## config.mk

```make
export PLATFORM = sky130hd
export DESIGN_NAME = frame_serializer
export DESIGN_NICKNAME = d
export VERILOG_FILES = /design/src/rtl/frame_pkg.sv /design/src/rtl/bit_timer.sv /design/src/rtl/frame_serializer.sv
export SDC_FILE = /design/constraint.sdc
export NUM_CORES = 1
export LEC_CHECK = 0
export BUFFER_PORTS_ARGS = -buffer_cell sky130_fd_sc_hd__buf_2
export CORE_MARGIN = 10
export CORE_UTILIZATION = 35
export DETAILED_ROUTE_END_ITERATION = 8
export REMOVE_ABC_BUFFERS = 1
export SYNTH_ARGS = -nofsm -noshare
export SYNTH_HDL_FRONTEND = slang
export SYNTH_HIERARCHICAL = 1
export SYNTH_SLANG_ARGS = --single-unit
```

## constraint.sdc

```tcl
create_clock -name clk -period 2.68 [get_ports clk]
set_input_delay 0.134 -clock clk [delete_from_list [all_inputs] [get_ports clk]]
set_output_delay 0.134 -clock clk [all_outputs]
set_load 0.03 [all_outputs]
```

## src/rtl/frame_pkg.sv

```systemverilog
// Shared types and constants for the serial frame transmitter.
// A frame is start, channel, data, even parity and stop, sent LSB first.
package frame_pkg;

    localparam int DATA_W     = 16;
    localparam int CH_W       = 4;
    localparam int FRAME_BITS = 1 + CH_W + DATA_W + 1 + 1;

    typedef enum logic [2:0] {
        IDLE,
        START,
        CHAN,
        DATA,
        PARITY,
        STOP
    } state_t;

    // Returns the bit that makes the total count of ones over bits+result even.
    function automatic logic even_parity(input logic [31:0] bits);
        return ^bits;
    endfunction

endpackage

```

## src/rtl/bit_timer.sv

```systemverilog
// Divides clk down to one bit_tick per serial bit period.
// The counter is held at zero while the line is idle or a frame is starting.
module bit_timer #(
    parameter int BIT_DIV = 4
) (
    input  logic clk,
    input  logic arst,
    input  logic clear,
    input  logic run,
    output logic bit_tick
);

    localparam int CW = (BIT_DIV > 1) ? $clog2(BIT_DIV) : 1;
    localparam logic [CW-1:0] LAST = CW'(BIT_DIV - 1);

    logic [CW-1:0] div_cnt;

    always_ff @(posedge clk or negedge arst) begin
        if (!arst) begin
            div_cnt <= '0;
        end else if (clear || !run || div_cnt == LAST) begin
            div_cnt <= '0;
        end else begin
            div_cnt <= div_cnt + 1'b1;
        end
    end

    assign bit_tick = run && (div_cnt == LAST);

endmodule

```

## src/rtl/frame_serializer.sv

```systemverilog
// Line driver: takes one channel/word per handshake and shifts out a 23-bit
// frame (start, channel, data, even parity, stop) at BIT_DIV clocks per bit.
module frame_serializer #(
    parameter int DATA_W  = frame_pkg::DATA_W,
    parameter int CH_W    = frame_pkg::CH_W,
    parameter int BIT_DIV = 4
) (
    input  logic              clk,
    input  logic              arst,
    input  logic              in_valid,
    output logic              in_ready,
    input  logic [CH_W-1:0]   in_channel,
    input  logic [DATA_W-1:0] in_data,
    output logic              tx_out,
    output logic              busy,
    output logic              frame_done
);

    import frame_pkg::*;

    localparam int SHIFT_W = CH_W + DATA_W + 1;
    localparam int CNT_W   = $clog2(DATA_W + 1);

    state_t             state;
    logic [CNT_W-1:0]   bit_cnt;
    logic [SHIFT_W-1:0] shift_q;
    logic               bit_tick;
    logic               running;
    logic               start_frame;

    // Channel 0 is the muxer's empty slot: it completes the handshake but sends nothing.
    assign start_frame = in_valid && in_ready && (in_channel != '0);
    assign running     = (state != IDLE);

    bit_timer #(
        .BIT_DIV(BIT_DIV)
    ) u_bit_timer (
        .clk     (clk),
        .arst    (arst),
        .clear   (start_frame),
        .run     (running),
        .bit_tick(bit_tick)
    );

    always_ff @(posedge clk or negedge arst) begin
        if (!arst) begin
            state      <= IDLE;
            bit_cnt    <= '0;
            shift_q    <= '0;
            tx_out     <= 1'b1;
            in_ready   <= 1'b0;
            busy       <= 1'b0;
            frame_done <= 1'b0;
        end else begin
            frame_done <= 1'b0;
            case (state)
                IDLE: begin
                    in_ready <= 1'b1;
                    if (start_frame) begin
                        shift_q  <= {even_parity(32'({in_data, in_channel})), in_data, in_channel};
                        bit_cnt  <= '0;
                        tx_out   <= 1'b0;
                        busy     <= 1'b1;
                        in_ready <= 1'b0;
                        state    <= START;
                    end
                end
                START: begin
                    if (bit_tick) begin
                        tx_out  <= shift_q[0];
                        shift_q <= shift_q >> 1;
                        state   <= CHAN;
                    end
                end
                CHAN: begin
                    if (bit_tick) begin
                        tx_out  <= shift_q[0];
                        shift_q <= shift_q >> 1;
                        if (bit_cnt == CNT_W'(CH_W - 1)) begin
                            bit_cnt <= '0;
                            state   <= DATA;
                        end else begin
                            bit_cnt <= bit_cnt + 1'b1;
                        end
                    end
                end
                DATA: begin
                    // The bit shifted out after the last data bit is the parity bit.
                    if (bit_tick) begin
                        tx_out  <= shift_q[0];
                        shift_q <= shift_q >> 1;
                        if (bit_cnt == CNT_W'(DATA_W - 1)) begin
                            bit_cnt <= '0;
                            state   <= PARITY;
                        end else begin
                            bit_cnt <= bit_cnt + 1'b1;
                        end
                    end
                end
                PARITY: begin
                    if (bit_tick) begin
                        tx_out <= 1'b1;
                        state  <= STOP;
                    end
                end
                STOP: begin
                    if (bit_tick) begin
                        busy       <= 1'b0;
                        in_ready   <= 1'b1;
                        frame_done <= 1'b1;
                        state      <= IDLE;
                    end
                end
                default: begin
                    state <= IDLE;
                end
            endcase
        end
    end

endmodule

```

==> metrics.log, run 1 <==
INFO  metric dr.pass1.iters = 4
INFO  metric detailed_place_hpwl = ~2.8 mm
INFO  metric synthToLayoutAreaGrowth = 17.04%
INFO  metric num_antenna_cells = 0
INFO  metric antenna_violating_nets_post_route = 0
INFO  metric route.detailed.drc = 0
INFO  metric hold_path_class = in -> reg
INFO  metric placement_rows = 26
INFO  metric clk_latency = 290 ps
INFO  metric finalWeightedCongestion = slightly below 0.8
INFO  metric grtUsageTotal = 0.09112
INFO  metric worst_pin_slew = 768.4 ps
INFO  metric tritoncts = done
INFO  metric finalHoldViolCount = 0
INFO  metric route.met2.wl = about 1.7 mm
INFO  metric tritoncts_num_sinks = 35
INFO  metric first_global_vias = approximately 1400
INFO  metric grt_antenna_before_repair = 0
INFO  metric clock_path_buffers = 2
INFO  metric critPathMaxStageDelay = ~600 ps
INFO  metric post_cts_resize_count = 0
INFO  metric power_per_cell_area = ~1000 nW/um2
INFO  metric fillerInstances = 520
INFO  metric dr_total_vias = 1400
INFO  metric cp-end-kind = register
INFO  metric max_freq = between 400 and 500 MHz
INFO  metric layout_worst_path_cycle_share = 0.7728
INFO  metric instance_count_of_the_mapped_netlist = ~190
INFO  metric leakage = around 0.0010 uW
INFO  metric grt_pass1_wl = roughly 6.5 mm
INFO  metric final.setup.tns = 0 ps
INFO  metric place_inst = between 200 and 300
INFO  metric grt_start_max_net_pins = 36
INFO  metric placeableCoreArea = around 5200 um2
INFO  metric synth_area_leader_cell = sky130_fd_sc_hd__dfrtp_1
INFO  metric period_minus_slack = ~2100 ps
INFO  metric path_max_fanout = 25
INFO  metric synthTopCellsByArea = sky130_fd_sc_hd__dfrtp_1 44%, sky130_fd_sc_hd__mux2i_1 10%, sky130_fd_sc_hd__xnor2_1 6.8%, sky130_fd_sc_hd__o21ai_0 6.7%, sky130_fd_sc_hd__nand2_1 5.4%
INFO  metric ys_ff_latch = 35
INFO  metric routed-wl-met3 = about 120 um
INFO  metric post_cts_buffers = 0
INFO  metric rsz_0062_raised_after_global_routing = no
INFO  metric instances_no_fill = just under 300
INFO  metric grt_overflow_total = 0
INFO  metric yosys_warnings = 6
INFO  metric final_critical_path_setup_slack = 609.0 ps
INFO  metric route.detailed.vias_per_inst = between 4 and 5
INFO  metric highest_layer = met4
INFO  metric route.layer.met1.wl = ~1.9 mm
INFO  metric worstRegToRegCells = 7
INFO  metric critPathArrivalTime = between 2000 and 2500 ps
INFO  metric crit_type = reg -> reg
INFO  metric path_clk_slew = 80 ps
INFO  metric pin_count = 27
INFO  metric netlist.area_leader.share = 0.4407
INFO  metric design.die.area = ~8900 um2
INFO  metric path_cells = nor2_2 > nand2_1 > and2_1 > o21ai_0 > a21o_1 > buf_4 > a22o_1
INFO  metric wire_per_inst = between 10 and 15 um
INFO  metric headroom_to_the_max_slew_limit = 0.4877
INFO  metric die_width = 94.27 um
INFO  metric finClkSkew = 8.683 ps
INFO  metric worst_setup_slack_before_clock_tree_synthesis = around 640 ps
INFO  metric final-setup-viol-count = 0
INFO  metric numPortBuffers = 26
INFO  metric critPathLaunchType = register
INFO  metric cts_max_level = 2
INFO  metric max_cap_viol_count = 0
INFO  metric synthesis.area = 1931 um2
INFO  metric ys_seq_area_frac = 0.4543
INFO  metric cts_made_buffers = 5
INFO  metric largest_vdd_supply_drop = 0.0003595 V
INFO  metric drtIter0Drc = 50
INFO  metric layout.nets = roughly 250
INFO  metric status = complete, no violations
INFO  metric initial_utilization = 0.3686
INFO  metric floorplan.die.height = 94.27 um
INFO  metric routed_wirelength = roughly 3.7 mm
INFO  metric slew_viol_final = 0
INFO  metric power = between 2000 and 2500 uW
INFO  metric slowest_stage = sky130_fd_sc_hd__dfrtp_1
INFO  metric final_layout_size_suffix_gt1_frac = 0.2036
INFO  metric synth.avg_cell_area = 10.06 um2
INFO  metric whs_path_depth = 3
INFO  metric cts.root.buffer_cell = sky130_fd_sc_hd__clkbuf_8
INFO  metric synthDistinctLibCells = 39
INFO  metric critPathRequiredTime = 2860 ps
==> worst max-delay path, delay by kind of cell (launching register included) <==
kind | cells | cell delay (ps)
compound gates | 3 | 660
flops | 1 | 600
simple gates | 3 | 500
buf+inv | 1 | 200
==> cells in the mapped netlist <==
cell type / instances
sky130_fd_sc_hd__a21o_1: 2
sky130_fd_sc_hd__a21oi_1: 1
sky130_fd_sc_hd__a221oi_2: 1
sky130_fd_sc_hd__a22o_1: 2
sky130_fd_sc_hd__a31oi_1: 1
sky130_fd_sc_hd__a32o_1: 1
sky130_fd_sc_hd__and2_0: 1
sky130_fd_sc_hd__and2_1: 1
sky130_fd_sc_hd__and2b_1: 1
sky130_fd_sc_hd__and3_1: 1
sky130_fd_sc_hd__and4bb_2: 1
sky130_fd_sc_hd__buf_2: 4
sky130_fd_sc_hd__buf_4: 1
sky130_fd_sc_hd__clkbuf_1: 4
sky130_fd_sc_hd__dfrtp_1: 34
sky130_fd_sc_hd__dfstp_2: 1
sky130_fd_sc_hd__ha_1: 6
sky130_fd_sc_hd__inv_1: 8
sky130_fd_sc_hd__mux2i_1: 20
sky130_fd_sc_hd__nand2_1: 28
sky130_fd_sc_hd__nand2b_1: 2
sky130_fd_sc_hd__nand3_1: 6
sky130_fd_sc_hd__nand4_1: 1
sky130_fd_sc_hd__nor2_1: 5
sky130_fd_sc_hd__nor2_2: 1
sky130_fd_sc_hd__nor2b_1: 2
sky130_fd_sc_hd__nor3b_1: 1
sky130_fd_sc_hd__nor4b_2: 1
sky130_fd_sc_hd__o211ai_4: 1
sky130_fd_sc_hd__o21ai_0: 26
sky130_fd_sc_hd__o21ai_1: 4
sky130_fd_sc_hd__o221ai_1: 1
sky130_fd_sc_hd__o31a_1: 1
sky130_fd_sc_hd__o31ai_1: 2
sky130_fd_sc_hd__or2_1: 1
sky130_fd_sc_hd__or3_1: 1
sky130_fd_sc_hd__or4b_4: 1
sky130_fd_sc_hd__xnor2_1: 15
sky130_fd_sc_hd__xnor3_1: 1
==> cell type report <==
cell class                      count  area, um2  share of cell area
Multi-Input combinational cell    140      984.7              0.4358
Sequential cell                    35      877.1              0.3882
Timing Repair Buffer               30      162.7             0.07198
Tap cell                           70      87.58             0.03876
Clock buffer                        6      82.58             0.03654
Clock inverter                      2      35.03             0.01550
Inverter                            8      30.03             0.01329
==> logic make-up (layout without fill, tap and decap cells) <==
logic type	count (synthesis)	after routing	synth area share
flip-flops	35	35	0.4543
AND/OR/NAND/NOR	55	55	0.1445
buffers and inverters	17	46	0.03759
multiplexers	20	20	0.1037
adder cells (fa/ha/maj)	6	6	0.03888
AO/OA/AOI/OAI	43	43	0.1413
XOR/XNOR	16	16	0.07972
==> final timing paths <==
check	to	slack, ps	startpoint
hold reg to reg	u_bit_timer/div_cnt[0]	460	u_bit_timer/div_cnt[0]
setup / recovery	shift_q[20]	610	state[0]
max in group asynchronous	shift_q[9]	1730	arst
min in group asynchronous	shift_q[14]	460	arst
hold / removal	shift_q[19]	150	in_data[15]
setup reg to reg	shift_q[20]	610	state[0]
==> registers in the layout (all words and copies together), names as in the netlist <==
register	flops
bit_cnt	5
busy	1
frame_done	1
in_ready	1
shift_q	21
state	3
tx_out	1
u_bit_timer/div_cnt	2
==> power by group <==
group	internal, uW	switching, uW	leakage [uW]
clock network	301	193	0.0000612
logic	406	471	0.000494
registers	737	163	0.000447
==> placed cells by master (no fill, tap or decap), types with 2 or more instances in the layout <==
cell type	synthesis	layout
sky130_fd_sc_hd__inv_1	8	8
sky130_fd_sc_hd__nand2b_1	2	2
sky130_fd_sc_hd__buf_2	4	26
sky130_fd_sc_hd__o31ai_1	2	2
sky130_fd_sc_hd__buf_4	1	3
sky130_fd_sc_hd__o21ai_0	26	26
sky130_fd_sc_hd__xnor2_1	15	15
sky130_fd_sc_hd__o21ai_1	4	3
sky130_fd_sc_hd__dfrtp_1	34	34
sky130_fd_sc_hd__nor2_1	5	5
sky130_fd_sc_hd__ha_1	6	6
sky130_fd_sc_hd__nand2_1	28	28
sky130_fd_sc_hd__a22o_1	2	2
sky130_fd_sc_hd__a21o_1	2	2
sky130_fd_sc_hd__nor2b_1	2	2
sky130_fd_sc_hd__clkbuf_8	0	6
sky130_fd_sc_hd__mux2i_1	20	20
sky130_fd_sc_hd__nand3_1	6	6
==> stage by stage <==
step | hold WS (ps) | area [um2] | utilization
2_1_floorplan | -161.6 | 1888 | -
3_3_place_gp | 273.8 | 2132 | 0.4071
3_5_place_dp | 263.4 | 2132 | 0.4071
4_1_cts | 150.8 | 2260 | 0.4314
5_1_grt | 161.3 | 2260 | 0.4314
6_report | 148.4 | 2260 | 0.4314
==> routing by layer <==
layer,vias to the layer above,track usage
li1,725,-
met1,650,0.1148
met2,18,0.1367
met3,7,0.02398
met4,0,0.05190
met5,-,0
==> repair_timing <==
action	CTS	global route
setup endpoints to repair	0	0
hold buffers	1	0
endpoints found under the hold margin	34	0
Note: power is estimated with default switching activity, not from simulation.
==> run 2: changes to the inputs <==
- ABC_AREA: not set -> 1
- clock period: 2.68 -> 2.2 ns (I/O delays scaled with it)
==> run 2 against run 1 <==
Count of clock-buffer cells in the layout rose by 2. Clock power up 3%. Largest cell class unchanged. Combinational power increased by 6.2%.
==> metrics.log, run 2 <==
INFO  metric headroom_to_the_max_slew_limit = 0.4714
INFO  metric yosys_warnings = 6
INFO  metric grt_antenna_before_repair = 0
INFO  metric synthToLayoutAreaGrowth = 13.69%
INFO  metric largest_register_ff_count = 21
INFO  metric synth.avg_cell_area = around 7.5 um2
INFO  metric hold_start = in_data[10]
INFO  metric post-synth-top-count-cell = sky130_fd_sc_hd__nand2_1
INFO  metric critPathRequiredTime = approximately 2400 ps
INFO  metric routed_wirelength = between 4 and 5 mm
INFO  metric cts_max_level = 2
INFO  metric grtUsageTotal = 0.09463
INFO  metric largest_registers = shift_q: 21 flops, bit_cnt: 5 flops, state: 3 flops
INFO  metric commonest_cells_after_routing_fill_and_taps_aside = 91 x sky130_fd_sc_hd__nand2_1, 34 x sky130_fd_sc_hd__dfrtp_1, 33 x sky130_fd_sc_hd__inv_1, 26 x sky130_fd_sc_hd__buf_2, 25 x sky130_fd_sc_hd__nor2_1
INFO  metric first_global_vias = 1824
INFO  metric final-setup-viol-count = 0
INFO  metric layout_worst_path_cycle_share = 0.8798
INFO  metric cts_made_buffers = 5
INFO  metric netlist.area_leader.share = 0.3861
INFO  metric placeableCoreArea = 6026 um2
INFO  metric ys_ff_latch = 35
INFO  metric critPathMaxStageDelay = around 450 ps
INFO  metric critPathLaunchType = register
INFO  metric num_antenna_cells = 0
INFO  metric floorplan.die.height = roughly 99 um
INFO  metric status = complete, no violations
INFO  metric crit_type = reg -> reg
INFO  metric layout.nets = between 300 and 400
INFO  metric slew_viol_final = 0
INFO  metric finClkSkew = slightly above 10 ps
INFO  metric finalWeightedCongestion = 0.7823
INFO  metric final.setup.tns = 0 ps
INFO  metric synthesis.area = about 2200 um2
INFO  metric final.hold.worst_slack = 109.0 ps
INFO  metric clk_latency = around 290 ps
INFO  metric path_cells = nor2_2 > clkinv_4 > nor2_4 > inv_1 > nand2_1 > inv_1 > inv_1 > nand4_1 > nand2_1 > nor2_1 > nand2_1 > inv_1 > o21ai_0 > o21ai_0
INFO  metric synthDistinctLibCells = 34
INFO  metric worst_pin_slew = 793.0 ps
INFO  metric antenna_violating_nets_post_route = 0
INFO  metric critical-path-top-cell-by-count = sky130_fd_sc_hd__inv_1
INFO  metric whs_path_depth = 3
INFO  metric max_freq = roughly 520 MHz
INFO  metric numPortBuffers = 26
INFO  metric finalHoldViolCount = 0
INFO  metric tritoncts_num_sinks = 35
INFO  metric synth_common_cells = 91 x sky130_fd_sc_hd__nand2_1, 34 x sky130_fd_sc_hd__dfrtp_1, 33 x sky130_fd_sc_hd__inv_1
INFO  metric initial_utilization = 0.3657
INFO  metric final_layout_size_suffix_gt1_frac = 0.2049
INFO  metric largest_vdd_supply_drop = between 0.0003 and 0.0004 V
INFO  metric detailed_place_hpwl = roughly 3.5 mm
INFO  metric r2r-end = state[1]
INFO  metric largest-register = shift_q
INFO  metric fillerInstances = 633
INFO  metric design.die.area = roughly 9900 um2
INFO  metric hold_path_class = in -> reg
INFO  metric grt_pass1_wl = roughly 7.9 mm
INFO  metric grt_start_max_net_pins = 36
INFO  metric pin_count = 27
INFO  metric timing.reg2reg.setup_slack = around 260 ps
INFO  metric slowest_stage = sky130_fd_sc_hd__dfrtp_1
INFO  metric dr.pass1.iters = 5
INFO  metric worst_r2r_startpoint = state[0]
INFO  metric cts.root.buffer_cell = sky130_fd_sc_hd__clkbuf_8
INFO  metric power_per_cell_area = 989.6 nW/um2
INFO  metric drtIter0Drc = a little over 80
INFO  metric hold_path_end = shift_q[14]
INFO  metric route.detailed.vias_per_inst = 4.662
INFO  metric synth_async_sr_flop_share = 1.000
INFO  metric instance_count_of_the_mapped_netlist = a little under 300
INFO  metric critPathArrivalTime = between 2000 and 2500 ps
INFO  metric max_cap_viol_count = 0
INFO  metric path_max_fanout = 11
INFO  metric layout_commonest_cell = sky130_fd_sc_hd__nand2_1
INFO  metric route.detailed.drc = 0
INFO  metric clock_path_buffers = 2
INFO  metric die_width = 99.35 um
INFO  metric leakage = around 0.0013 uW
INFO  metric synthTopCellsByArea = sky130_fd_sc_hd__dfrtp_1 39%, sky130_fd_sc_hd__nand2_1 16%, sky130_fd_sc_hd__inv_1 5.6%, sky130_fd_sc_hd__nand3_1 5.2%, sky130_fd_sc_hd__o21ai_2 4.4%
INFO  metric dr_total_vias = roughly 1900
INFO  metric post_cts_resize_count = 0
INFO  metric ys_seq_area_frac = 0.3981
INFO  metric synth_area_leader_cell = sky130_fd_sc_hd__dfrtp_1
INFO  metric placement_rows = 28
INFO  metric tritoncts = done
INFO  metric rsz_0062_raised_after_global_routing = no
INFO  metric count_of_flip_flops_with_a_built_in_enable_after_synthesis = 0
INFO  metric wire_per_inst = around 11 um
INFO  metric cp-end-kind = register
INFO  metric most_used_dff_post_synth = sky130_fd_sc_hd__dfrtp_1
INFO  metric worstRegToRegCells = 14
INFO  metric path_clk_slew = 70 ps
INFO  metric critical_path_buf_inv_count = 5
INFO  metric period_minus_slack = between 1500 and 2000 ps
INFO  metric grt_overflow_total = 0
INFO  metric critical_path.top_delay_family = simple AND/OR/NAND/NOR gates
run 2: through the flow:
stage	power, uW	cells	setup WS [ps]	area [um2]	util
2_1_floorplan	1746	287	433.8	2133	-
3_3_place_gp	1961	390	247.6	2372	0.3937
3_5_place_dp	1979	390	199.3	2372	0.3937
4_1_cts	2493	399	181.3	2482	0.4120
5_1_grt	2711	402	64.26	2505	0.4157
6_report	2479	402	264.4	2505	0.4157
run 2: logic make-up after synthesis:
group / count (synthesis) / share of synthesized area
simple gates: 157 / 0.3044
compound gates: 47 / 0.1420
buf+inv: 44 / 0.09653
flops: 35 / 0.3981
fa+ha+maj: 6 / 0.03407
xor+xnor: 5 / 0.01987
mux: 1 / 0.005110
run 2: worst max-delay path by stage:
| stage | to | cells after the start | slack (ps) | from |
|---|---|---|---|---|
| 2_1_floorplan | shift_q[1] | 11 | 430 | state[0] |
| 3_3_place_gp | shift_q[1] | 11 | 250 | state[0] |
| 3_5_place_dp | shift_q[1] | 11 | 200 | state[0] |
| 4_1_cts | shift_q[1] | 11 | 180 | state[0] |
| 5_1_grt | state[2] | 13 | 60 | state[0] |
| 6_report | state[1] | 14 | 260 | state[0] |
run 2: tightest hold or removal path: cells and delay by family:
family	cells	cell delay [ps]
AO/OA/AOI/OAI	1	70
buffers and inverters	1	110
AND/OR/NAND/NOR	1	60
run 2: report_power, final:
part,internal (uW),switching (uW)
Combinational,379,552
Clock,286,224
Sequential,877,162
run 2: cell type report:
class                           count  area, um2  share of cell area
Multi-Input combinational cell    216       1114              0.4446
Timing Repair Buffer               32      177.7             0.07093
Tap cell                           75      93.84             0.03746
Inverter                           36      142.6             0.05694
Sequential cell                    35      877.1              0.3502
Clock buffer                        8      100.1             0.03996
run 2: metal layers:
layer,part of all wire,vias up,track usage
li1,-,1011,-
met1,0.50,828,0.1210
met2,0.44,31,0.1458
met3,0.042,4,0.02630
met4,0.015,0,0.03969
met5,0,-,0
run 2: what timing repair did:
item,CTS,global route
buffers inserted,0,3
endpoints found under the setup margin,0,9
endpoints found under the hold margin,34,0
hold buffers,1,0
==> run 3: changes to the inputs <==
- CORE_MARGIN: 10 -> not set
==> run 3 against run 2 <==
Sequential power hardly changed. Routed wire length decreased by 7.1%. First-iteration DRC count is 12% lower. Worst setup slack gained 27 ps. Largest power group unchanged. Via count up 0.16%. Sequential cell count is the same. Worst hold slack worse by 5.3 ps. Combinational power is 2% lower. Die area decreased by 33%. Critical endpoint unchanged. Maximum frequency grew 1.4%. Clock skew fell by 2.4 ps. Core utilization is 0.66 points higher.
==> metrics.log, run 3 (same netlist as run 2, synthesis figures left out) <==
INFO  metric route.detailed.vias_per_inst = ~4.7
INFO  metric finalHoldViolCount = 0
INFO  metric first_global_vias = approximately 1700
INFO  metric grt_pass1_wl = between 7 and 8 mm
INFO  metric cp-end-kind = register
INFO  metric largest-register = shift_q
INFO  metric critPathLaunchType = register
INFO  metric post_cts_resize_count = 0
INFO  metric period_minus_slack = between 1500 and 2000 ps
INFO  metric clock_path_buffers = 2
INFO  metric instances_no_fill = about 400
INFO  metric crit_type = reg -> reg
INFO  metric commonest_cells_after_routing_fill_and_taps_aside = 91 x sky130_fd_sc_hd__nand2_1, 34 x sky130_fd_sc_hd__dfrtp_1, 33 x sky130_fd_sc_hd__inv_1, 26 x sky130_fd_sc_hd__buf_2, 25 x sky130_fd_sc_hd__nor2_1
INFO  metric whs_path_depth = 3
INFO  metric slew_viol_final = 0
INFO  metric num_antenna_cells = 0
INFO  metric use_met1 = 0.1883
INFO  metric cts.root.buffer_cell = sky130_fd_sc_hd__clkbuf_8
INFO  metric final_cell_utilization_of_the_core = 0.4223
INFO  metric critPathRequiredTime = about 2400 ps
INFO  metric worst_pin_slew = between 700 and 800 ps
INFO  metric critical_path_buf_inv_count = 5
INFO  metric grt_start_max_net_pins = 36
INFO  metric hold_path_end = shift_q[6]
INFO  metric final.setup.tns = 0 ps
INFO  metric worst-path-stages = 14
INFO  metric path_cells = nor2_2 > clkinv_4 > nor2_4 > inv_1 > nand2_1 > inv_1 > inv_1 > nand4_1 > nand2_1 > nor2_1 > nand2_1 > inv_1 > o21ai_0 > o21ai_0
INFO  metric initial_utilization = 0.3678
INFO  metric finalWeightedCongestion = 0.7791
INFO  metric largest_registers = shift_q: 21 flops, bit_cnt: 5 flops, state: 3 flops
INFO  metric r2r-end = state[1]
INFO  metric layout.nets = about 350
INFO  metric largest_register_ff_count = 21
INFO  metric clk_latency = a little under 300 ps
INFO  metric critPathArrivalTime = around 2100 ps
INFO  metric clock_power_share = 0.258
INFO  metric detailed_place_hpwl = ~3.2 mm
INFO  metric path_clk_slew = 70 ps
INFO  metric gr_util_met2 = 0.2225
INFO  metric layout_commonest_cell = sky130_fd_sc_hd__nand2_1
INFO  metric final-setup-viol-count = 0
INFO  metric cts_max_level = 2
INFO  metric dr.pass1.iters = 4
INFO  metric design.die.area = between 6000 and 7000 um2
INFO  metric max_cap_viol_count = 0
INFO  metric cts_made_buffers = 5
INFO  metric antenna_violating_nets_post_route = 0
INFO  metric die_width = 81.35 um
INFO  metric floorplan.die.height = around 81 um
INFO  metric grtUsageTotal = 0.1421
INFO  metric numPortBuffers = 26
INFO  metric status = complete, no violations
INFO  metric total_switching_power = roughly 940 uW
INFO  metric synthToLayoutAreaGrowth = 14.82%
INFO  metric worst_r2r_startpoint = state[0]
INFO  metric leakage = between 0.001 and 0.0015 uW
INFO  metric routed_wirelength = around 4.2 mm
INFO  metric worstRegToRegCells = 14
INFO  metric finClkSkew = between 7 and 8 ps
INFO  metric switching_share = 0.3550
INFO  metric placement_rows = 28
INFO  metric layout_worst_path_cycle_share = 0.8674
INFO  metric headroom_to_the_max_slew_limit = 0.4863
INFO  metric slowest_stage = sky130_fd_sc_hd__dfrtp_1
INFO  metric place_inst = between 300 and 400
INFO  metric largest_vdd_supply_drop = 0.0005180 V
INFO  metric hold_path_class = in -> reg
INFO  metric global_route.peak_usage_layer = met2
INFO  metric drtIter0Drc = around 70
INFO  metric tritoncts = done
INFO  metric internal_power = around 1700 uW
INFO  metric timing.reg2reg.setup_slack = 290 ps
INFO  metric max_freq = about 520 MHz
INFO  metric path_max_fanout = 11
INFO  metric power_per_cell_area = approximately 1000 nW/um2
INFO  metric pin_count = 27
INFO  metric tritoncts_num_sinks = 35
INFO  metric dr_total_vias = between 1500 and 2000
INFO  metric critical-path-top-cell-by-count = sky130_fd_sc_hd__inv_1
INFO  metric wire_per_inst = roughly 10 um
INFO  metric power_frac_comb = 0.345
INFO  metric grt_antenna_before_repair = 0
INFO  metric share_of_total_power_in_sequential_cells = 0.397
INFO  metric critical_path.top_delay_family = simple AND/OR/NAND/NOR gates
INFO  metric final_layout_size_suffix_gt1_frac = 0.2025
INFO  metric hold_start = in_data[2]
INFO  metric grt_use_met3 = 0.03034
INFO  metric grt_overflow_total = 0
INFO  metric placeableCoreArea = between 5000 and 6000 um2
INFO  metric rsz_0062_raised_after_global_routing = no
INFO  metric critPathMaxStageDelay = 450 ps
INFO  metric route.detailed.drc = 0
==> run 3: cell types whose count changed in the layout (fill, tap and decap cells not counted) <==
cell	delta
sky130_fd_sc_hd__buf_4	-1
sky130_fd_sc_hd__bufinv_16	+2
sky130_fd_sc_hd__clkbuf_8	-2
==> run 3: routing by layer <==
metal / share of wire / vias up
li1: - / 1003
met3: 0.035 / 9
met4: 0.021 / 0
met5: 0 / -
met2: 0.43 / 24
met1: 0.52 / 841
==> run 3: how the worst max path moves through the flow <==
| stage | from | endpoint | slack (ps) |
|---|---|---|---|
| after floorplan | state[0] | shift_q[1] | 430 |
| after CTS | state[0] | shift_q[1] | 180 |
| after global placement | state[0] | shift_q[3] | 250 |
| after global routing | state[0] | state[1] | 30 |
| after detailed placement | state[0] | shift_q[1] | 190 |
| final | state[0] | state[1] | 290 |
==> run 3: timing repair <==
action | 4_1_cts | 5_1_grt
endpoints found under the hold margin | 34 | 0
setup endpoints to repair | 0 | 8
setup buffers | 0 | 2
hold buffers | 1 | 0
==> run 3: worst reg2reg max path: stages, from the launching register on <==
cell and delay, ps:
sky130_fd_sc_hd__dfrtp_1 450, sky130_fd_sc_hd__nor2_2 190, sky130_fd_sc_hd__clkinv_4 140, sky130_fd_sc_hd__nor2_4 150
sky130_fd_sc_hd__inv_1 80, sky130_fd_sc_hd__nand2_1 70, sky130_fd_sc_hd__inv_1 40, sky130_fd_sc_hd__inv_1 130
sky130_fd_sc_hd__nand4_1 100, sky130_fd_sc_hd__nand2_1 90, sky130_fd_sc_hd__nor2_1 40, sky130_fd_sc_hd__nand2_1 70
sky130_fd_sc_hd__inv_1 80, sky130_fd_sc_hd__o21ai_0 70, sky130_fd_sc_hd__o21ai_0 90
==> run 3: cell type report <==
class	instances	area, um2
clock inverters	2	60.06
well taps	75	93.84
repair buffers	31	170.2
clock buffers	6	72.57
fillers	622	3461
flip-flops and latches	35	877.1
multi-input cells	216	1114
inverters	36	142.6
==> run 3: per-stage QoR <==
step / cell area [um2] / worst slack, ps / hold slack [ps] / total power [uW]
final: 2530 / 291.7 / 103.7 / 2646
after global routing: 2530 / 30.86 / 98.28 / 2873
after CTS: 2515 / 181.9 / 91.85 / 2672
after detailed placement: 2372 / 187.5 / 232.5 / 1973
after global placement: 2372 / 247.7 / 237.1 / 1961
after floorplan: 2133 / 433.8 / -185.6 / 1746
==> run 3: power groups by stage <==
| stage | registers, uW | clock network [uW] | logic, uW |
|---|---|---|---|
| after floorplan | 1030 | 0 | 718 |
| after global placement | 1060 | 0 | 906 |
| after detailed placement | 1060 | 0 | 916 |
| after CTS | 1050 | 704 | 917 |
| after global routing | 1080 | 724 | 1070 |
| final | 1050 | 683 | 913 |
